$ cat src/rtl/huc_mem_resp.sv
// Mapper-side request to async SRAM/PSRAM cycle sequencer.
// Optional single-entry read cache: define HUC_MEM_RD_CACHE_EN.
module huc_mem_resp #(
  parameter int ADDR_W   = 19,
  parameter int WAIT_CYC = 3
) (
  input  logic              clk,
  input  logic              rst_n,
  input  logic [ADDR_W-1:0] mem_addr,
  input  logic [7:0]        mem_dati,
  output logic [7:0]        mem_dato,
  input  logic              mem_ce,
  input  logic              mem_ce2,
  input  logic              mem_oe,
  input  logic              mem_we,
  output logic              busy,
  output logic [ADDR_W-1:0] ext_addr,
  output logic [7:0]        ext_dq_o,
  input  logic [7:0]        ext_dq_i,
  output logic              ext_dq_oe,
  output logic              ext_ce_n,
  output logic              ext_oe_n,
  output logic              ext_we_n
);

  typedef enum logic [2:0] {
    IDLE,
    SETUP,
    STROBE,
    HOLD,
    WAIT_REL
  } state_t;

  state_t            state_q, state_d;
  logic              req_q, req_d;
  logic              armed_q, armed_d;
  logic              wr_q, wr_d;
  logic [3:0]        cnt_q, cnt_d;
  logic [ADDR_W-1:0] addr_q, addr_d;
  logic [7:0]        dq_o_q, dq_o_d;
  logic [7:0]        dato_q, dato_d;
  logic              ce_n_q, ce_n_d;
  logic              oe_n_q, oe_n_d;
  logic              we_n_q, we_n_d;
  logic              dq_oe_q, dq_oe_d;
  logic              busy_q, busy_d;
  logic              req, start, hit;

`ifdef HUC_MEM_RD_CACHE_EN
  logic              cv_q, cv_d;
  logic [ADDR_W-1:0] tag_q, tag_d;
  logic [7:0]        cdat_q, cdat_d;
`endif

  always_comb begin
    state_d = state_q;
    wr_d    = wr_q;
    cnt_d   = cnt_q;
    addr_d  = addr_q;
    dq_o_d  = dq_o_q;
    dato_d  = dato_q;
    ce_n_d  = ce_n_q;
    oe_n_d  = oe_n_q;
    we_n_d  = we_n_q;
    dq_oe_d = dq_oe_q;
    busy_d  = busy_q;
`ifdef HUC_MEM_RD_CACHE_EN
    cv_d    = cv_q;
    tag_d   = tag_q;
    cdat_d  = cdat_q;
`endif
    req     = mem_ce & mem_ce2 & (mem_oe | mem_we);
    req_d   = req;
    // A request still high out of reset must fall once before it counts
    armed_d = armed_q | ~req;
    start   = req & ~req_q & armed_q;
`ifdef HUC_MEM_RD_CACHE_EN
    hit     = mem_oe & cv_q & (tag_q == mem_addr);
`else
    hit     = 1'b0;
`endif

    unique case (state_q)
      IDLE: begin
        if (start) begin
          addr_d = mem_addr;
          wr_d   = ~mem_oe;
          if (!mem_oe) dq_o_d = mem_dati;
`ifdef HUC_MEM_RD_CACHE_EN
          if (!mem_oe && cv_q && tag_q == mem_addr)
            cdat_d = mem_dati;
          if (hit) dato_d = cdat_q;
`endif
          if (hit) begin
            state_d = WAIT_REL;
          end else begin
            state_d = SETUP;
            ce_n_d  = 1'b0;
            busy_d  = 1'b1;
            dq_oe_d = ~mem_oe;
          end
        end
      end
      SETUP: begin
        state_d = STROBE;
        cnt_d   = 4'(WAIT_CYC - 1);
        if (wr_q) we_n_d = 1'b0;
        else      oe_n_d = 1'b0;
      end
      STROBE: begin
        if (cnt_q == 4'd0) begin
          state_d = HOLD;
          oe_n_d  = 1'b1;
          we_n_d  = 1'b1;
          if (!wr_q) begin
            dato_d = ext_dq_i;
`ifdef HUC_MEM_RD_CACHE_EN
            cv_d   = 1'b1;
            tag_d  = addr_q;
            cdat_d = ext_dq_i;
`endif
          end
        end else begin
          cnt_d = cnt_q - 4'd1;
        end
      end
      HOLD: begin
        ce_n_d  = 1'b1;
        dq_oe_d = 1'b0;
        busy_d  = 1'b0;
        state_d = req ? WAIT_REL : IDLE;
      end
      WAIT_REL: begin
        if (!req) state_d = IDLE;
      end
      default: begin
        state_d = IDLE;
        ce_n_d  = 1'b1;
        oe_n_d  = 1'b1;
        we_n_d  = 1'b1;
        dq_oe_d = 1'b0;
        busy_d  = 1'b0;
      end
    endcase
  end

  always_ff @(posedge clk or negedge rst_n) begin
    if (!rst_n) begin
      state_q <= IDLE;
      req_q   <= 1'b0;
      armed_q <= 1'b0;
      wr_q    <= 1'b0;
      cnt_q   <= 4'd0;
      addr_q  <= '0;
      dq_o_q  <= 8'h00;
      dato_q  <= 8'h00;
      ce_n_q  <= 1'b1;
      oe_n_q  <= 1'b1;
      we_n_q  <= 1'b1;
      dq_oe_q <= 1'b0;
      busy_q  <= 1'b0;
    end else begin
      state_q <= state_d;
      req_q   <= req_d;
      armed_q <= armed_d;
      wr_q    <= wr_d;
      cnt_q   <= cnt_d;
      addr_q  <= addr_d;
      dq_o_q  <= dq_o_d;
      dato_q  <= dato_d;
      ce_n_q  <= ce_n_d;
      oe_n_q  <= oe_n_d;
      we_n_q  <= we_n_d;
      dq_oe_q <= dq_oe_d;
      busy_q  <= busy_d;
    end
  end

`ifdef HUC_MEM_RD_CACHE_EN
  always_ff @(posedge clk or negedge rst_n) begin
    if (!rst_n) begin
      cv_q   <= 1'b0;
      tag_q  <= '0;
      cdat_q <= 8'h00;
    end else begin
      cv_q   <= cv_d;
      tag_q  <= tag_d;
      cdat_q <= cdat_d;
    end
  end
`endif

  assign mem_dato  = dato_q;
  assign busy      = busy_q;
  assign ext_addr  = addr_q;
  assign ext_dq_o  = dq_o_q;
  assign ext_dq_oe = dq_oe_q;
  assign ext_ce_n  = ce_n_q;
  assign ext_oe_n  = oe_n_q;
  assign ext_we_n  = we_n_q;

endmodule

$ cat config.mk
export PLATFORM = sky130hd
export DESIGN_NAME = huc_mem_resp
export DESIGN_NICKNAME = d
export VERILOG_FILES = /design/src/rtl/huc_mem_resp.sv
export SDC_FILE = /design/constraint.sdc
export NUM_CORES = 1
export LEC_CHECK = 0
export CORE_ASPECT_RATIO = 1.2
export CORE_UTILIZATION = 44
export CTS_CLUSTER_SIZE = 25
export DETAILED_ROUTE_END_ITERATION = 10
export PLACE_DENSITY = 0.79
export SYNTH_ARGS = -nofsm -noshare
export SYNTH_HDL_FRONTEND = slang
export SYNTH_SLANG_ARGS = --single-unit
$ cat constraint.sdc
create_clock -name clk -period 1.75 [get_ports clk]
set_input_delay 0.2625 -clock clk [delete_from_list [all_inputs] [get_ports clk]]
set_output_delay 0.2625 -clock clk [all_outputs]
set_load 0.01 [all_outputs]
**Word level (Yosys, flattened, before mapping)**

Index checks and enable logic that the tools add are counted.

- Add/subtract/negate cells: 1
- Equality and inequality tests: 10
- Muxes and demuxes: 18
- Bitwise operators: 12
- Reductions and logical operators: 13

Operator list:

| cell | count |
|---|---|
| $pmux W3 S5 | 1 |
| $reduce_and A3 Y1 | 5 |
| $mux W3 | 4 |
| $ne A2 B2 Y1 const B | 6 |
| $pmux W4 S2 | 1 |
| $eq A3 B2 Y1 const B | 2 |
| $mux W1 | 6 |
| $not A1 Y1 | 6 |
| $pmux W1 S2 | 3 |
| $pmux W1 S3 | 2 |
| $reduce_and A2 Y1 | 3 |
| $reduce_or A3 Y1 | 2 |
| $and A1 B1 Y1 | 4 |
| $logic_not A4 Y1 | 1 |
| $mux W4 | 1 |
| $sub A4 B1 Y4 const B | 1 |
| $eq A3 B1 Y1 const B | 1 |
| $eq A3 B3 Y1 const B | 1 |
| $logic_not A3 Y1 | 1 |
| $or A1 B1 Y1 | 2 |
| $reduce_bool A2 Y1 | 1 |

- Bits in registers: 50
- Input bits: 41
- Output and inout bits: 40
- Logic and storage cells: 67

**Depth between registers and ports, before layout**

Gate-level depths: netlist (run 1).

- Depth after elaboration: 6
- Depth in mapped cells: 6
- Gate-level depth less buffers: 6

**Worst setup path before layout (run 1)**

No wires, ideal clock.

- Kind: flip-flop to flip-flop
- Start point: register cnt_q[0]
- End point: register cnt_q[2]
- Setup time: 129 ps
- Arrival time: 1471 ps
- Data required time: 1621 ps
- Setup slack: 150 ps
- Stages on the path, launching flop included: 7
- Path buffers: 0
- Clock period less this slack: 1600 ps
- Cells stage by stage: dfrtp_1 > inv_1 > ha_1 > or3b_2 > and4b_1 > a21oi_1 > o21ai_0

- Word-level cells in the longest chain between the ends: 3
- Elaborated cells between the ends (all ways): 6
- Classes of those cells: add/sub: 1; eq/ne: 1; mux: 2; reduce/logical: 2

Ends and longest elaborated chain:

| what | line | source |
|---|---|---|
| start, declared | 38 | `logic [3:0] cnt_q, cnt_d;` |
| start signal, assigned | 167 | `cnt_q <= cnt_d;` |
| $sub A4 B1 Y4 / $logic_not A4 Y1 (equally long branches) | 124, 111 |  |
| $mux W4 / $ne A2 B2 Y1 (equally long branches) | - |  |
| $pmux W4 S2 / $reduce_and A2 Y1 (equally long branches) | - |  |

Parallel ways exist; a longest one is shown, timed or not. The select of a mux whose other input is x is not followed.
A chain may end at the register's enable or synchronous reset.

**Final worst setup path (run 1)**

- Start point: register we_n_q, in the netlist ext_we_n
- End point: output ext_we_n

RTL lines:

| what | line | source |
|---|---|---|
| start, declared | 44 | `logic we_n_q, we_n_d;` |
| start signal, assigned | 173 | `we_n_q <= we_n_d;` |
| end, declared | 23 | `output logic ext_we_n` |

No word-level cell between the ends.

==> metrics.md, run 1 <==
| Metric | Value |
|---|---|
| EDFF count, synth | `0` |
| Initial Utilization | `0.462` |
| #FFs+latches synth | `50` |
| GR Overflow Total | `0` |
| Post-synthesis sequential area ratio | `0.587` |
| Synth cell types | `38` |
| Avg Vias per Cell | `about 5.0` |
| Crit share post-route | `0.946` |
| IO Port Bufs | `80` |
| Hold_ws | `0.491 ns` |
| Skew-Pair Late Insertion Delay | `0.30 ns` |
| FFs w/ async S/R, synth | `1.00` |
| Multi-input logic area | `roughly 840 um^2` |
| Setup TNS | `0 ns` |
| Status | `complete, no violations` |
| Clock Path Buffers | `2` |
| Number of buffers created by CTS | `5` |
| Critical path depth in cells | `1` |
| Worst hold path class | `in2async` |
| Crit-path slowest cell | `dfstp_2` |
| Router iterations before antenna repair | `4` |
| Routed wire per std cell | `approximately 15 um` |
| Crit. End Element | `primary output` |
| Cell count of the worst reg-to-reg path | `7` |
| Avg Cell Area, Syn | `around 14 um^2` |
| CP startpoint | `ext_we_n` |
| Row cnt | `27` |
| Register area | `1250 um^2` |
| Setup crit start kind | `flip-flop` |
| Post-Syn Instances | `158` |
| Slew @ Worst Pin | `0.277 ns` |
| CP cell instances | `clkdlybuf4s50_1` |
| Kind of critical path | `reg2out` |
| Worst ir drop on vdd | `902 uV` |
| Clock skew | `0.00679 ns` |
| # setup viols final | `0` |
| Post-route insts no fill | `slightly above 300` |
| Clk sink count | `50` |
| Dpl cells | `299` |
| Fin util | `0.695` |
| Final WL | `4490 um` |
| Prevailing post-synth register cell | `dfrtp_1` |
| Fillers | `345` |
| Final min period | `1.66 ns` |
| Layout cells sized above 1 | `0.259` |
| Largest net degree at the start of global routing | `51` |
| Crit path to | `ext_we_n` |
| Worst flop-to-flop path startpoint | `cnt_q[0]` |
| Clock slew seen by the registers of the worst setup and hold paths | `0.08 ns` |
| Drt drc | `0` |
| NumNets Final | `a little under 300` |
| Reg2reg end | `cnt_q[0]` |
| Antenna cells | `0` |
| Relative slew slack | `0.812` |
| CTS tree | `yes` |
| HPWL Detailed | `3130 um` |
| Max incr delay on CP | `approximately 0.56 ns` |
| DIE HEIGHT | `~78 um` |
| H-tree levels | `2` |
| First-pass GRT wire length | `roughly 7400 um` |
| Critical path fanouts, max | `4` |
| Synth-to-layout area growth | `50.4%` |
| Max cap viols | `0` |
| Total GRT Usage | `0.189` |
| Final hold violation count | `0` |
| LEAKAGE | `1.38 nW` |
| Crit path DAT | `1.39 ns` |
| Die width | `roughly 66 um` |
| Delay-heaviest family, CP | `flip-flops` |
| R2r setup slk | `0.10 ns` |
| I/O Pins | `81` |
| Initial DRC count | `84` |
| YS warnings | `0` |
| Via count | `1554` |
| RSZ-0062 raised after global routing | `false` |
| Antenna violations before repair | `0` |
| Synthesized Nets | `201` |
| RePlAce Congestion | `0.747` |
| Die area | `5140 um^2` |
| Post-Synthesis Cell Area | `2140 um^2` |
| Critical path required time | `1.49 ns` |
| Pwr Density | `1680 nW/um^2` |
| Final ANT Viol Nets | `0` |
| Root Buffer | `clkbuf_8` |
| Highest Clock Rate | `0.604 GHz` |
| Vias in the first global route | `1605` |
| CP Buf/Inv Count | `1` |
| Final Max Slew Viols | `0` |
| Core ar. | `4630 um^2` |
-- placed cells by master, fill, tap and decap left out, types with 4 or more instances in the layout --
cell and count:
dfrtp_1 47, o21ai_0 8, nand2_1 7, a21oi_1 7, mux2_4 8, clkdlybuf4s50_1 79
mux2_2 27, nor2_1 7, buf_4 10, clkbuf_8 6, inv_1 4
-- area by class of cell --
class / count / share of cell area
sequential: 50 / 0.390
timing repair buffer: 93 / 0.286
multi-input combinational: 96 / 0.260
clock buffer: 7 / 0.0268
tap: 58 / 0.0226
clock inverter: 1 / 0.00933
inverter: 4 / 0.00467
-- where the power goes --
group / switching (mW) / internal, mW
Clock: 0.364 / 0.466
Sequential: 0.322 / 1.71
Combinational: 0.986 / 1.56
Total: 1.67 / 3.74
-- cell usage after synthesis (3+ instances only) --
cell type | number | area, um^2
dfrtp_1 | 47 | 1180
mux2_2 | 27 | 304
mux2_4 | 8 | 120
o21ai_0 | 8 | 40.0
a21oi_1 | 7 | 35.0
nand2_1 | 7 | 26.3
nor2_1 | 7 | 26.3
buf_2 | 4 | 20.0
inv_1 | 4 | 15.0
clkbuf_1 | 3 | 11.3
dfstp_2 | 3 | 78.8
-- sequential cells by signal, indices dropped and copies added (netlist names), 3 cells and up --
signal and cells:
cnt_q 4, ext_addr 19, ext_dq_o 8, mem_dato 8
state_q 3
-- metrics by stage --
stage	area, um^2	total power [mW]	worst slack, ns
floorplan	2140	3.27	0.150
global placement	3070	4.48	-0.101
detailed placement	3070	4.56	-0.142
CTS	3200	5.43	0.00435
global route	3220	5.77	0.00399
finish	3220	5.41	0.0940
-- worst min-delay path: cells and delay by family --
| family | cells | cell delay (ns) |
|---|---|---|
| buf+inv | 3 | 0.92 |
-- worst min-delay path by stage --
stage,cells past startpoint,endpoint
final,3,ext_addr[1]
after global routing,3,ext_addr[3]
after CTS,3,ext_dq_o[6]
after detailed placement,2,ext_addr[1]
after global placement,2,ext_addr[4]
after floorplan,0,armed_q
-- cell families (layout without fill, tap and decap cells) --
logic type	after synthesis	after routing	share of synthesized area
DFF	50	50	0.587
AOI/OAI and AO/OA	27	27	0.0831
xor gates and xnor gates	1	1	0.00410
muxes	35	35	0.198
buffers and inverters	12	105	0.0269
and+or+nand+nor	31	31	0.0889
adders and majority gates	2	2	0.0117
-- per-layer routing --
| layer | GRT usage | wire length (um) |
|---|---|---|
| met1 | 0.240 | 1820 |
| met2 | 0.287 | 2300 |
| met3 | 0.0756 | 310 |
| met4 | 0.0674 | 56 |
| met5 | 0 | 0 |
-- timing repair --
item,CTS,global route
buffers inserted,0,1
endpoints found under the hold margin,47,0
endpoints found under the setup margin,0,11
hold buffers,1,0
resized for setup,0,2
(Power assumes the default switching activity.)
==> inputs of run 2 (changes only) <==
--- a/config.mk
+++ b/config.mk
@@ -13,3 +13,4 @@
 export SYNTH_ARGS = -nofsm -noshare
 export SYNTH_HDL_FRONTEND = slang
 export SYNTH_SLANG_ARGS = --single-unit
+export TNS_END_PERCENT = 1
==> results of run 2 <==
Same layout as run 1: the final DEF is identical, and so are final timing and power.
